$ cat config.mk
export PLATFORM = sky130hd
export DESIGN_NAME = enemy_spawn_scheduler
export DESIGN_NICKNAME = d
export VERILOG_FILES = /design/src/rtl/enemy_spawn_scheduler.sv
export SDC_FILE = /design/constraint.sdc
export NUM_CORES = 1
export LEC_CHECK = 0
export BUFFER_PORTS_ARGS = -buffer_cell sky130_fd_sc_hd__buf_2
export CAP_MARGIN = 20
export CORE_ASPECT_RATIO = 1.4
export CORE_MARGIN = 2
export CORE_UTILIZATION = 58
export DETAILED_ROUTE_END_ITERATION = 6
export GPL_TIMING_DRIVEN = 0
export PLACE_DENSITY = 0.76
export RECOVER_POWER = 100
export REMOVE_ABC_BUFFERS = 1
export SYNTH_ARGS = -nofsm -noshare
export SYNTH_HDL_FRONTEND = slang
export SYNTH_SLANG_ARGS = --single-unit
$ cat constraint.sdc
create_clock -name clk25 -period 3.14 [get_ports clk25]
set_input_delay 0.314 -clock clk25 [delete_from_list [all_inputs] [get_ports clk25]]
set_output_delay 0.314 -clock clk25 [all_outputs]
set_load 0.05 [all_outputs]
$ cat src/rtl/enemy_spawn_scheduler.sv
// Enemy spawn scheduler: offers every slot that was dead at stage entry, one per
// SPAWN_INTERVAL, over a valid/ack handshake. Optional macro RAND_POS_EN randomises spawn_x.
module enemy_spawn_scheduler #(
    parameter int FLY_COUNT      = 4,
    parameter int MOSQUITO_COUNT = 12,
    parameter int SPAWN_INTERVAL = 2_500_000,
    parameter int X_MIN          = 32,
    parameter int X_STEP         = 32,
    localparam int N             = FLY_COUNT + MOSQUITO_COUNT,
    localparam int SW            = $clog2(N)
) (
    input  logic          clk25,
    input  logic          rst_n,
    input  logic [1:0]    stage_state,
    input  logic [N-1:0]  enemy_alive,
    input  logic          spawn_ack,
    output logic          spawn_valid,
    output logic [SW-1:0] spawn_slot,
    output logic [9:0]    spawn_x,
    output logic          wave_done
);

    localparam int CW = $clog2(SPAWN_INTERVAL) + 1;
    localparam logic [1:0] STAGE_NORMAL = 2'b01;

    typedef enum logic [1:0] {
        S_IDLE,
        S_WAIT,
        S_OFFER,
        S_DONE
    } state_t;

    state_t          state_q;
    state_t          state_d;
    logic [1:0]      prev_stage;
    logic [N-1:0]    pending;
    logic [N-1:0]    pending_cleared;
    logic [CW-1:0]   counter;
    logic [SW-1:0]   first_slot;
    logic [9:0]      x_calc;
    logic            entry;
    logic            abort;
    logic            interval_hit;

    assign entry        = (stage_state == STAGE_NORMAL) && (prev_stage != STAGE_NORMAL);
    assign abort        = (state_q != S_IDLE) && (stage_state != STAGE_NORMAL);
    assign interval_hit = (counter == CW'(SPAWN_INTERVAL - 1));
    assign pending_cleared = pending & ~(N'(1) << spawn_slot);

    // Lowest-index pending slot wins.
    always_comb begin
        first_slot = '0;
        for (int unsigned i = N; i > 0; i--) begin
            if (pending[i-1]) first_slot = SW'(i - 1);
        end
    end

`ifdef RAND_POS_EN
    logic [15:0] lfsr;

    always_ff @(posedge clk25) begin
        if (!rst_n) lfsr <= 16'hACE1;
        else        lfsr <= {lfsr[14:0], lfsr[15] ^ lfsr[13] ^ lfsr[12] ^ lfsr[10]};
    end

    always_comb x_calc = 10'(X_MIN + int'({1'b0, lfsr[8:0]}));
`else
    always_comb x_calc = 10'(X_MIN + int'(first_slot) * X_STEP);
`endif

    always_ff @(posedge clk25) begin
        if (!rst_n) state_q <= S_IDLE;
        else        state_q <= state_d;
    end

    always_comb begin
        state_d = state_q;
        case (state_q)
            S_IDLE:  if (entry) state_d = (~enemy_alive == '0) ? S_DONE : S_WAIT;
            S_WAIT:  if (interval_hit) state_d = S_OFFER;
            S_OFFER: if (spawn_ack) state_d = (pending_cleared == '0) ? S_DONE : S_WAIT;
            S_DONE:  state_d = S_DONE;
            default: state_d = S_IDLE;
        endcase
        if (abort) state_d = S_IDLE;
    end

    // prev_stage keeps tracking through reset so a reset inside stage 01 does not re-arm the wave.
    always_ff @(posedge clk25) begin
        prev_stage <= stage_state;
        if (!rst_n) begin
            pending     <= '0;
            counter     <= '0;
            spawn_valid <= 1'b0;
            spawn_slot  <= '0;
            spawn_x     <= '0;
            wave_done   <= 1'b0;
        end else if (abort) begin
            pending     <= '0;
            spawn_valid <= 1'b0;
            wave_done   <= 1'b0;
        end else begin
            case (state_q)
                S_IDLE: begin
                    spawn_valid <= 1'b0;
                    spawn_slot  <= '0;
                    spawn_x     <= '0;
                    wave_done   <= 1'b0;
                    if (entry) begin
                        pending <= ~enemy_alive;
                        counter <= '0;
                    end
                end
                S_WAIT: begin
                    counter <= counter + 1'b1;
                    if (interval_hit) begin
                        spawn_valid <= 1'b1;
                        spawn_slot  <= first_slot;
                        spawn_x     <= x_calc;
                    end
                end
                S_OFFER: begin
                    if (spawn_ack) begin
                        pending     <= pending_cleared;
                        spawn_valid <= 1'b0;
                        counter     <= '0;
                    end
                end
                S_DONE: wave_done <= 1'b1;
                default: spawn_valid <= 1'b0;
            endcase
        end
    end

endmodule

# Word level (Yosys, flattened, before mapping)
# Cells that the tools add are included.
[totals]
reg_bits = 59
output_inout_bits = 16
word_cells = 78
[classes]
n_addsub = 2
eq_ne = 10
shift = 1
muxes = 36
bitwise = 5
n_reduce_logical = 16
[ops]
columns = ["cell", "count"]
rows = [
  ["case mux 23 bit (3 select lines)", 1],
  ["two-way mux 4 bit", 17],
  ["two-way mux 23 bit", 2],
  ["zero test 16 bit", 2],
  ["two-way mux 16 bit", 2],
  ["inverter 16 bit", 2],
  ["case mux 16 bit (2 select lines)", 1],
  ["adder 23 x 1 -> 23 bit, second input constant", 1],
  ["equality test 23 x 22 -> 1 bit, second input constant", 1],
  ["case mux 10 bit (2 select lines)", 1],
  ["bitwise AND 16 bit", 1],
  ["<< shifter 1 x 4 -> 16 bit, first input constant", 1],
  ["AND reduction 3 bit", 4],
  ["adder 6 x 9 -> 10 bit, first input constant", 1],
  ["two-way mux 10 bit", 1],
  ["two-way mux 2 bit", 5],
  ["case mux 2 bit (4 select lines)", 1],
  ["case mux 4 bit (2 select lines)", 1],
  ["nonzero test 2 bit", 4],
  ["!= test 2 bit, second input constant", 3],
  ["equality test 2 x 1 -> 1 bit, second input constant", 2],
  ["equality test 2 bit, second input constant", 2],
  ["!= test 2 x 1 -> 1 bit, second input constant", 2],
  ["AND reduction 4 bit", 1],
  ["other kinds (8)", 11],
]

# Logic depth before layout (Yosys ltp)
# Gate-level depths: netlist (run 1).
[logic_depth]
ltp_word = 19
mapped_depth = 10
mapped_depth_nobuf = 8

# Worst setup path after synthesis (run 1)
# No wires, ideal clock.
[synth_timing]
kind = "register to register"
startpoint = "reg state_q[0]"
endpoint = "reg counter[9]"
setup_ns = 0.070
t_arrival_ns = 2.177
t_required_ns = 3.070
setup_slack_ns = 0.893
path_stages_with_launch = 8
n_path_buf = 0
period_less_slack_ns = 2.247
path_cell_list = "dfxtp_1 > inv_1 > ha_1 > nor2b_1 > a2111o_1 > or3_1 > or3_1 > a21oi_1"
[synth_via]
elab_chain_len = 4
word_cells_on_any_way = 11
classes_between = "4 x eq/ne; 1 x mux; 1 x bitwise; 5 x reduce/logical"
[synth_lines]
columns = ["element", "line_no", "text"]
rows = [
  ["start, declared", "33", "state_t state_q;"],
  ["start signal, assigned", "73", "else state_q <= state_d;"],
  ["parallel branches: the longest is 4 deep, another holds AND reduction 4 bit", "-", ""],
  ["end signal, assigned", "115", "counter <= counter + 1'b1;"],
  ["end, declared", "38", "logic [CW-1:0] counter;"],
]
# Parallel ways; which one is timed is not known.
# A chain may end at the register's enable or synchronous reset.

# Final worst setup path (run 1)
[layout_timing]
startpoint = "reg state_q[0]"
endpoint = "reg counter[15]"
# Same word-level chain as after synthesis.

==> out/summary.txt, run 1 <==
GRT Total Usage: 26.4%
Warnings, synthesis: 0
run status: completed
Cells after Synth: 366
Synth top area share: 36.3%
standard-cell rows: 30
Setup Buffers After CTS: 0
total power: 2170 uW
synth cell count leaders: dfxtp_1 (54), nor2_1 (54), nand2_1 (35)
Clock Power Share: 21.3%
syn_area_per_cell: 8.13 um^2
# nets final: 420
Initial Utilization: 61.0%
gpl congestion: 0.935
DRT iter0 DRCs: 198
Cells after DPL: 449
Internal: 1330 uW
Post-DP HPWL: 5270 um
I/O Pins: 37
core region area: 4880 um^2
crit-path max FO: 20
input/output buffers: 31
worst hold path type: in2reg
met2 routed WL: 3780 um
Worst setup SP type: flop
vias in the first global route: 2570
first-pass GRT wire length: 11900 um
top layer reached by signal wires: met4
Critical R2R Launch: state_q[0]$_SDFFE_PP0P_
initial antenna violation count: 0
slowest stage cell, crit path: nor4_2
Sequential Power Share: 39.4%
DRC violations left: 0
Yosys reg bits: 54
synth top area cells: dfxtp_1 (36%), nor2_1 (6.8%), a2bb2oi_1 (4.4%)
Hold Fails Final Rpt: 0
final setup fails: 0
Sw Share: 38.4%
skew final: 0.00693 ns
register area share after synthesis: 36.3%
CP cell instances: inv_1, ha_1, nor2b_1, a2111o_1, nor4_2, nand4_1, xor2_1, nor2_1
WL final: 6990 um
largest area contributor in the netlist: dfxtp_1
final worst path period share: 91.0%
Sink Count: 54
Leak: 0.00118 uW
drt wl/cell: 15.3 um
GRT overflow: 0
Max Cap Violations: 0
Hold Path Depth: 1
clock-pin slew on the worst setup and hold paths: 0.10 ns
fin util: 66.2%
Reg2Reg Depth: 8
sw power: 833 uW
clk buf depth: 2
Synth async-reset ratio: 0%
WHS: 0.133 ns
n_diodes: 0
Main synth FF type: dfxtp_1
antenna-violating nets left: 0
Final Max Slew Viols: 0
setup TNS: 0 ns
synthesized area: 2980 um^2
maximum VDD drop: 0.442 mV
full die area: 5730 um^2
CP arrival: 3.03 ns
actual slew at the worst max-slew pin: 1.08 ns
Cell variety after synth: 64
fraction of layout instances using a drive strength above 1: 8.91%
r2r endpoint: counter[15]$_SDFFE_PN0P_
PD cells: 671 nW/um^2
Die X: 64.5 um
die height: 88.8 um
FMAX: 0.350 GHz
CTS tree: done
Req. time, crit path: 3.31 ns
reg2reg setup slack: 0.28 ns
min-delay src: stage_state[1]
fin cells: 457
RSZ-0062 raised after global routing: false
combinational power share: 39.3%
Largest stage delay, worst path: 0.59 ns
Crit Path Category: reg2reg
min Tclk post-route: 2.86 ns
TritonCTS Buffers: 5
htree depth: 2
met3 WL post-DR: 229 um
via count: 2663
Met1 Wirelength: 2840 um
Worst-Skew Late Latency: 0.31 ns
Rel. slew slack: 27.4%
sink of the worst hold path: prev_stage[1]$_DFF_P_
hold_buf cts: 0
CP endpoint kind: flop
Post-synth EDFFs: 0
DRT Pass-1 Iters: 5
largest net degree at the start of global routing: 24
post-CTS sizing: 0
Via-to-Cell Ratio: 5.83
area grow syn2layout: 8.53%
clk root buf: clkbuf_8
## stage by stage
stage          area, um^2  setup slack (ns)
4_1_cts              3270             0.288
3_3_place_gp         3140            -0.372
2_1_floorplan        2910             0.532
5_1_grt              3230            0.0731
6_report             3230             0.281
3_5_place_dp         3160             0.315
## cell families (layout without fill, tap and decap cells)
group | count (synthesis) | after routing | share of synthesized area [%]
AND/OR/NAND/NOR | 160 | 160 | 27.2
adder cells (fa/ha/maj) | 7 | 7 | 2.94
XOR/XNOR | 22 | 22 | 6.47
multiplexers | 5 | 5 | 1.72
buffers and inverters | 32 | 55 | 4.75
flip-flops | 54 | 54 | 36.3
other | 1 | 5 | 0.126
AO/OA/AOI/OAI | 85 | 85 | 20.5
## final cells by class
| cell class | count | area (um^2) |
|---|---|---|
| timing repair buffer | 32 | 155 |
| multi-input combinational | 284 | 1750 |
| tap | 64 | 80.1 |
| inverter | 15 | 56.3 |
| fill | 464 | 1650 |
| clock buffer | 5 | 68.8 |
| sequential | 54 | 1080 |
| clock inverter | 3 | 40.0 |
## flip-flops by register name (all words and copies together), names as in the netlist
signal / flops
state_q: 2
prev_stage: 2
spawn_valid: 1
pending: 16
spawn_slot: 4
wave_done: 1
counter: 23
spawn_x: 5
## worst max-delay path, delay by kind of cell, from the launching register on
family	cells	cell delay [ns]
flip-flops	1	0.44
buffers and inverters	1	0.09
AND/OR/NAND/NOR	4	1.09
adder cells (fa/ha/maj)	1	0.41
AO/OA/AOI/OAI	1	0.55
XOR/XNOR	1	0.15
## how the worst max path moves through the flow
stage                             from                       end  slack [ns]  depth (start not counted)
2_1_floorplan  state_q[0]$_SDFFE_PP0P_   counter[0]$_SDFFE_PN0P_        0.53                          6
3_3_place_gp   state_q[0]$_SDFFE_PP0P_   spawn_x[6]$_SDFFE_PN0P_       -0.37                          6
3_5_place_dp   state_q[0]$_SDFFE_PP0P_  counter[12]$_SDFFE_PN0P_        0.31                          6
4_1_cts        state_q[0]$_SDFFE_PP0P_  counter[15]$_SDFFE_PN0P_        0.29                          8
5_1_grt        state_q[0]$_SDFFE_PP0P_  counter[15]$_SDFFE_PN0P_        0.07                          8
6_report       state_q[0]$_SDFFE_PP0P_  counter[15]$_SDFFE_PN0P_        0.28                          8
## power by group through the flow
stage | registers, uW | clock network, uW | logic, uW
after global placement | 865 | 0 | 832
after global routing | 864 | 498 | 956
after floorplan | 835 | 0 | 663
after CTS | 851 | 470 | 861
after detailed placement | 865 | 0 | 854
final | 854 | 462 | 850
## layer usage
| layer | global-route usage, % | up-vias |
|---|---|---|
| li1 | - | 1344 |
| met1 | 28.9 | 1242 |
| met2 | 51.8 | 64 |
| met3 | 3.69 | 13 |
| met4 | 8.70 | 0 |
| met5 | 0 | - |
## layout by cell type (no fill, tap or decap), types with 3 or more instances in the layout
| cell | instances |
|---|---|
| a211oi_1 | 3 |
| a21oi_1 | 9 |
| a22o_1 | 3 |
| a2bb2oi_1 | 15 |
| and3_1 | 4 |
| buf_2 | 19 |
| clkbuf_1 | 12 |
| clkbuf_8 | 5 |
| conb_1 | 5 |
| dfxtp_1 | 54 |
| ha_1 | 7 |
| inv_1 | 15 |
| mux2i_1 | 4 |
| nand2_1 | 35 |
| nand2b_1 | 6 |
| nand3_1 | 10 |
| nand4_1 | 11 |
| nor2_1 | 54 |
| nor2b_1 | 9 |
| nor3_1 | 8 |
| nor4_1 | 7 |
| o21a_1 | 3 |
| o21ai_0 | 25 |
| o32ai_1 | 3 |
| xnor2_1 | 8 |
| xor2_1 | 14 |
No activity file was read; power rests on OpenSTA's default activity.
==> run 2, diff against run 1 <==
--- a/config.mk
+++ b/config.mk
@@ -12,7 +12,7 @@
 export CORE_UTILIZATION = 58
 export DETAILED_ROUTE_END_ITERATION = 6
 export GPL_TIMING_DRIVEN = 0
-export PLACE_DENSITY = 0.76
+export PLACE_DENSITY = 0.8
 export RECOVER_POWER = 100
 export REMOVE_ABC_BUFFERS = 1
 export SYNTH_ARGS = -nofsm -noshare
==> out/summary.txt, run 2 (synthesis results as in run 1) <==
run status: finished, violations left
failing checks: max-capacitance violations, max-slew violations
area grow syn2layout: 8.15%
hold_buf cts: 0
Leak: 0.00117 uW
Crit Path Category: reg2reg
DRC violations left: 0
input/output buffers: 31
RSZ-0062 raised after global routing: false
skew final: 0.00759 ns
htree depth: 2
Worst-Skew Late Latency: 0.31 ns
met2 Resource Use GR: 49.9%
PD cells: 681 nW/um^2
Setup Buffers After CTS: 0
fillers: 450
total power: 2190 uW
worst hold path type: in2reg
I/O Pins: 37
antenna-violating nets left: 0
clk root buf: clkbuf_8
drt wl/cell: 15.8 um
CP endpoint kind: flop
post-CTS sizing: 0
via count: 2727
sw power: 865 uW
Hold Fails Final Rpt: 0
fin cells: 456
FMAX: 0.348 GHz
GR met3 Demand/Resource: 3.94%
clock-pin slew on the worst setup and hold paths: 0.10 ns
Max Cap Violations: 1
maximum VDD drop: 0.348 mV
CP arrival: 3.05 ns
die height: 88.8 um
largest net degree at the start of global routing: 24
clk buf depth: 2
most frequent cells in the layout: nor2_1 (54), dfxtp_1 (54), nand2_1 (35)
Die X: 64.5 um
Largest Register: counter
actual slew at the worst max-slew pin: 1.60 ns
n_diodes: 0
core region area: 4880 um^2
GRT overflow: 0
first-pass GRT wire length: 11700 um
standard-cell rows: 30
initial antenna violation count: 0
Sw Share: 39.4%
Via-to-Cell Ratio: 5.98
fraction of layout instances using a drive strength above 1: 8.42%
GR peak layer: met2
Clock Power Share: 21.5%
Sequential Power Share: 39.3%
TritonCTS Buffers: 5
max reg flops: 23
met1 Use GR: 27.6%
DRT Pass-1 Iters: 4
GRT Total Usage: 26.3%
DRT iter0 DRCs: 220
Sink Count: 54
Final Max Slew Viols: 23
gpl congestion: 1.03
Largest regs: counter: 23 flops, pending: 16 flops, spawn_x: 5 flops
WL final: 7190 um
Worst setup SP type: flop
vias in the first global route: 2590
crit-path max FO: 20
min Tclk post-route: 2.88 ns
Rel. slew slack: -7.60%
Post-DP HPWL: 5300 um
combinational power share: 39.2%
# nets final: 419
Req. time, crit path: 3.32 ns
Internal: 1330 uW
final worst path period share: 91.6%
final setup fails: 0
Cells after DPL: 448
Initial Utilization: 61.0%
full die area: 5730 um^2
CTS tree: done
## run 2: cell types whose count changed in the layout (fill, tap and decap cells not counted), sizes merged
cell / delta
clkbuf: +1
buf: -2
## run 2: metrics by stage
step	utilization [%]	setup TNS, ns	setup slack, ns	hold WS, ns	cell area [um^2]
global route	66.0	0	0.0584	0.146	3220
CTS	66.8	0	0.274	0.129	3260
finish	66.0	0	0.263	0.163	3220
global placement	64.4	-3.01	-0.324	0.448	3140
detailed placement	64.5	0	0.279	0.448	3150
floorplan	-	0	0.532	0.342	2910
## run 2: routing by layer
layer  vias to the layer above  part of all wire [%]
met3                        20                   4.0
met4                         0                   3.9
met1                      1279                    39
met2                        80                    53
li1                       1348                     -
met5                         -                     0
## run 2: path summary, 6_finish.rpt
check | startpoint | endpoint | slack [ns] | depth (start not counted)
setup / recovery | state_q[0]$_SDFFE_PP0P_ | counter[15]$_SDFFE_PN0P_ | 0.26 | 8
hold / removal | stage_state[1] | prev_stage[1]$_DFF_P_ | 0.16 | 1
setup reg to reg | state_q[0]$_SDFFE_PP0P_ | counter[15]$_SDFFE_PN0P_ | 0.26 | 8
hold reg to reg | spawn_x[5]$_SDFFE_PN0P_ | spawn_x[5]$_SDFFE_PN0P_ | 0.47 | 1
## run 2: worst max-delay path, cell delays in order, from the launching register on
cell,delay [ns]
dfxtp_1,0.44
inv_1,0.10
ha_1,0.42
nor2b_1,0.27
a2111o_1,0.54
nor4_2,0.58
nand4_1,0.18
xor2_1,0.17
nor2_1,0.05
## run 2: final cells by class
cell class                      instances  area, um^2  share of cell area (%)
Clock inverter                          3        40.0                    1.24
Sequential cell                        54        1080                    33.6
Tap cell                               64        80.1                    2.49
Clock buffer                            5        68.8                    2.14
Inverter                               15        56.3                    1.75
Multi-Input combinational cell        284        1750                    54.5
Timing Repair Buffer                   31         139                    4.31
## run 2: power groups by stage
stage          Clock [uW]  Combinational, uW  Sequential [uW]
2_1_floorplan           0                663              835
3_3_place_gp            0                824              868
3_5_place_dp            0                848              870
4_1_cts               479                859              854
5_1_grt               511                951              868
6_report              473                860              861
==> run 3, diff against run 2 <==
--- a/config.mk
+++ b/config.mk
@@ -9,10 +9,10 @@
 export CAP_MARGIN = 20
 export CORE_ASPECT_RATIO = 1.4
 export CORE_MARGIN = 2
-export CORE_UTILIZATION = 58
+export CORE_UTILIZATION = 46
 export DETAILED_ROUTE_END_ITERATION = 6
 export GPL_TIMING_DRIVEN = 0
-export PLACE_DENSITY = 0.8
+export PLACE_DENSITY = 0.66
 export RECOVER_POWER = 100
 export REMOVE_ABC_BUFFERS = 1
 export SYNTH_ARGS = -nofsm -noshare
==> out/summary.txt, run 3 (synthesis results as in run 1) <==
CTS tree: done
DRT iter0 DRCs: 173
Die X: 72.0 um
antenna-violating nets left: 0
TritonCTS Buffers: 5
fin area: 3230 um^2
Clock Power Share: 21.8%
most frequent cells in the layout: nor2_1 (54), dfxtp_1 (54), nand2_1 (35)
WHS: 0.161 ns
GRT Total Usage: 21.1%
WL final: 7100 um
via count: 2670
skew final: 0.0114 ns
Final Max Slew Viols: 0
Req. time, crit path: 3.31 ns
Hold Fails Final Rpt: 0
first-pass GRT wire length: 12100 um
GRT overflow: 0
clk root buf: clkbuf_8
Cells after DPL: 456
input/output buffers: 31
Sequential Power Share: 39.9%
drt wl/cell: 15.3 um
htree depth: 2
area grow syn2layout: 8.62%
RSZ-0062 raised after global routing: false
gpl congestion: 0.886
hold_buf cts: 0
fin cells: 464
clock-pin slew on the worst setup and hold paths: 0.09 ns
CP endpoint kind: flop
core region area: 6250 um^2
Rel. slew slack: 35.9%
clk buf depth: 2
min Tclk post-route: 2.80 ns
Sink Count: 54
final setup fails: 0
combinational power share: 38.3%
Max Cap Violations: 0
Worst-Skew Late Latency: 0.31 ns
full die area: 7140 um^2
FMAX: 0.357 GHz
PD cells: 667 nW/um^2
DP Area: 3160 um^2
# nets final: 419
Initial Utilization: 47.6%
vias in the first global route: 2592
fraction of layout instances using a drive strength above 1: 8.16%
fin util: 51.7%
DRC violations left: 0
maximum VDD drop: 0.276 mV
DRT Pass-1 Iters: 4
final worst path period share: 89.2%
Via-to-Cell Ratio: 5.75
Sw Share: 38.6%
crit-path max FO: 20
Largest Register: counter
sw power: 832 uW
actual slew at the worst max-slew pin: 0.961 ns
CP arrival: 2.97 ns
n_diodes: 0
Crit Path Category: reg2reg
largest net degree at the start of global routing: 24
Internal: 1320 uW
max reg flops: 23
worst hold path type: in2reg
initial antenna violation count: 0
standard-cell rows: 34
Post-DP HPWL: 5240 um
die height: 99.2 um
I/O Pins: 37
run status: completed
Worst setup SP type: flop
Largest regs: counter: 23 flops, pending: 16 flops, spawn_x: 5 flops
Leak: 0.00118 uW
## run 3: cell counts in the layout (fill, tap and decap cells not counted)
No cell type changed its count.
## run 3: through the flow
step	setup slack [ns]	TNS, ns	total power, uW
2_1_floorplan	0.532	0	1500
3_3_place_gp	-0.338	-4.40	1700
3_5_place_dp	0.233	0	1710
4_1_cts	0.235	0	2190
5_1_grt	0.0557	0	2330
6_report	0.338	0	2160
## run 3: final timing paths
kind	slack (ns)	cells after the start	from	endpoint
max	0.34	8	state_q[0]$_SDFFE_PP0P_	counter[16]$_SDFFE_PN0P_
min	0.16	1	stage_state[0]	prev_stage[0]$_DFF_P_
max reg2reg	0.34	8	state_q[0]$_SDFFE_PP0P_	counter[16]$_SDFFE_PN0P_
min reg2reg	0.48	1	spawn_x[5]$_SDFFE_PN0P_	spawn_x[5]$_SDFFE_PN0P_
## run 3: routing by layer
layer / routed length [um] / global-route usage, % / share of wire, % / up-vias
li1: - / - / - / 1345
met1: 2960 / 24.8 / 42 / 1234
met2: 3660 / 37.8 / 52 / 72
met3: 274 / 2.74 / 3.9 / 19
met4: 196 / 9.00 / 2.8 / 0
met5: 0 / 0 / 0 / -
## run 3: power groups by stage
stage / combinational (uW) / sequential (uW) / clock [uW]
floorplan: 663 / 835 / 0
global placement: 825 / 870 / 0
detailed placement: 839 / 871 / 0
CTS: 844 / 855 / 488
global route: 945 / 871 / 513
finish: 826 / 861 / 469
## run 3: worst max-delay path: stages, from the launching register on
cell and delay, ns:
dfxtp_1 0.43, inv_1 0.09, ha_1 0.41, nor2b_1 0.27, a2111o_1 0.56, nor4_4 0.50
nor2b_1 0.21, xnor2_1 0.13, nor2_1 0.05
## run 3: area by class of cell
cell class	count	area [um^2]
sequential	54	1080
tap	72	90.1
timing repair buffer	31	139
clock inverter	3	40.0
clock buffer	5	68.8
inverter	15	56.3
multi-input combinational	284	1760
fill	642	3020
## run 3: what timing repair did
item | in CTS | in global routing
resized for setup | 0 | 1
buffers inserted | 0 | 0
endpoints found under the setup margin | 0 | 1
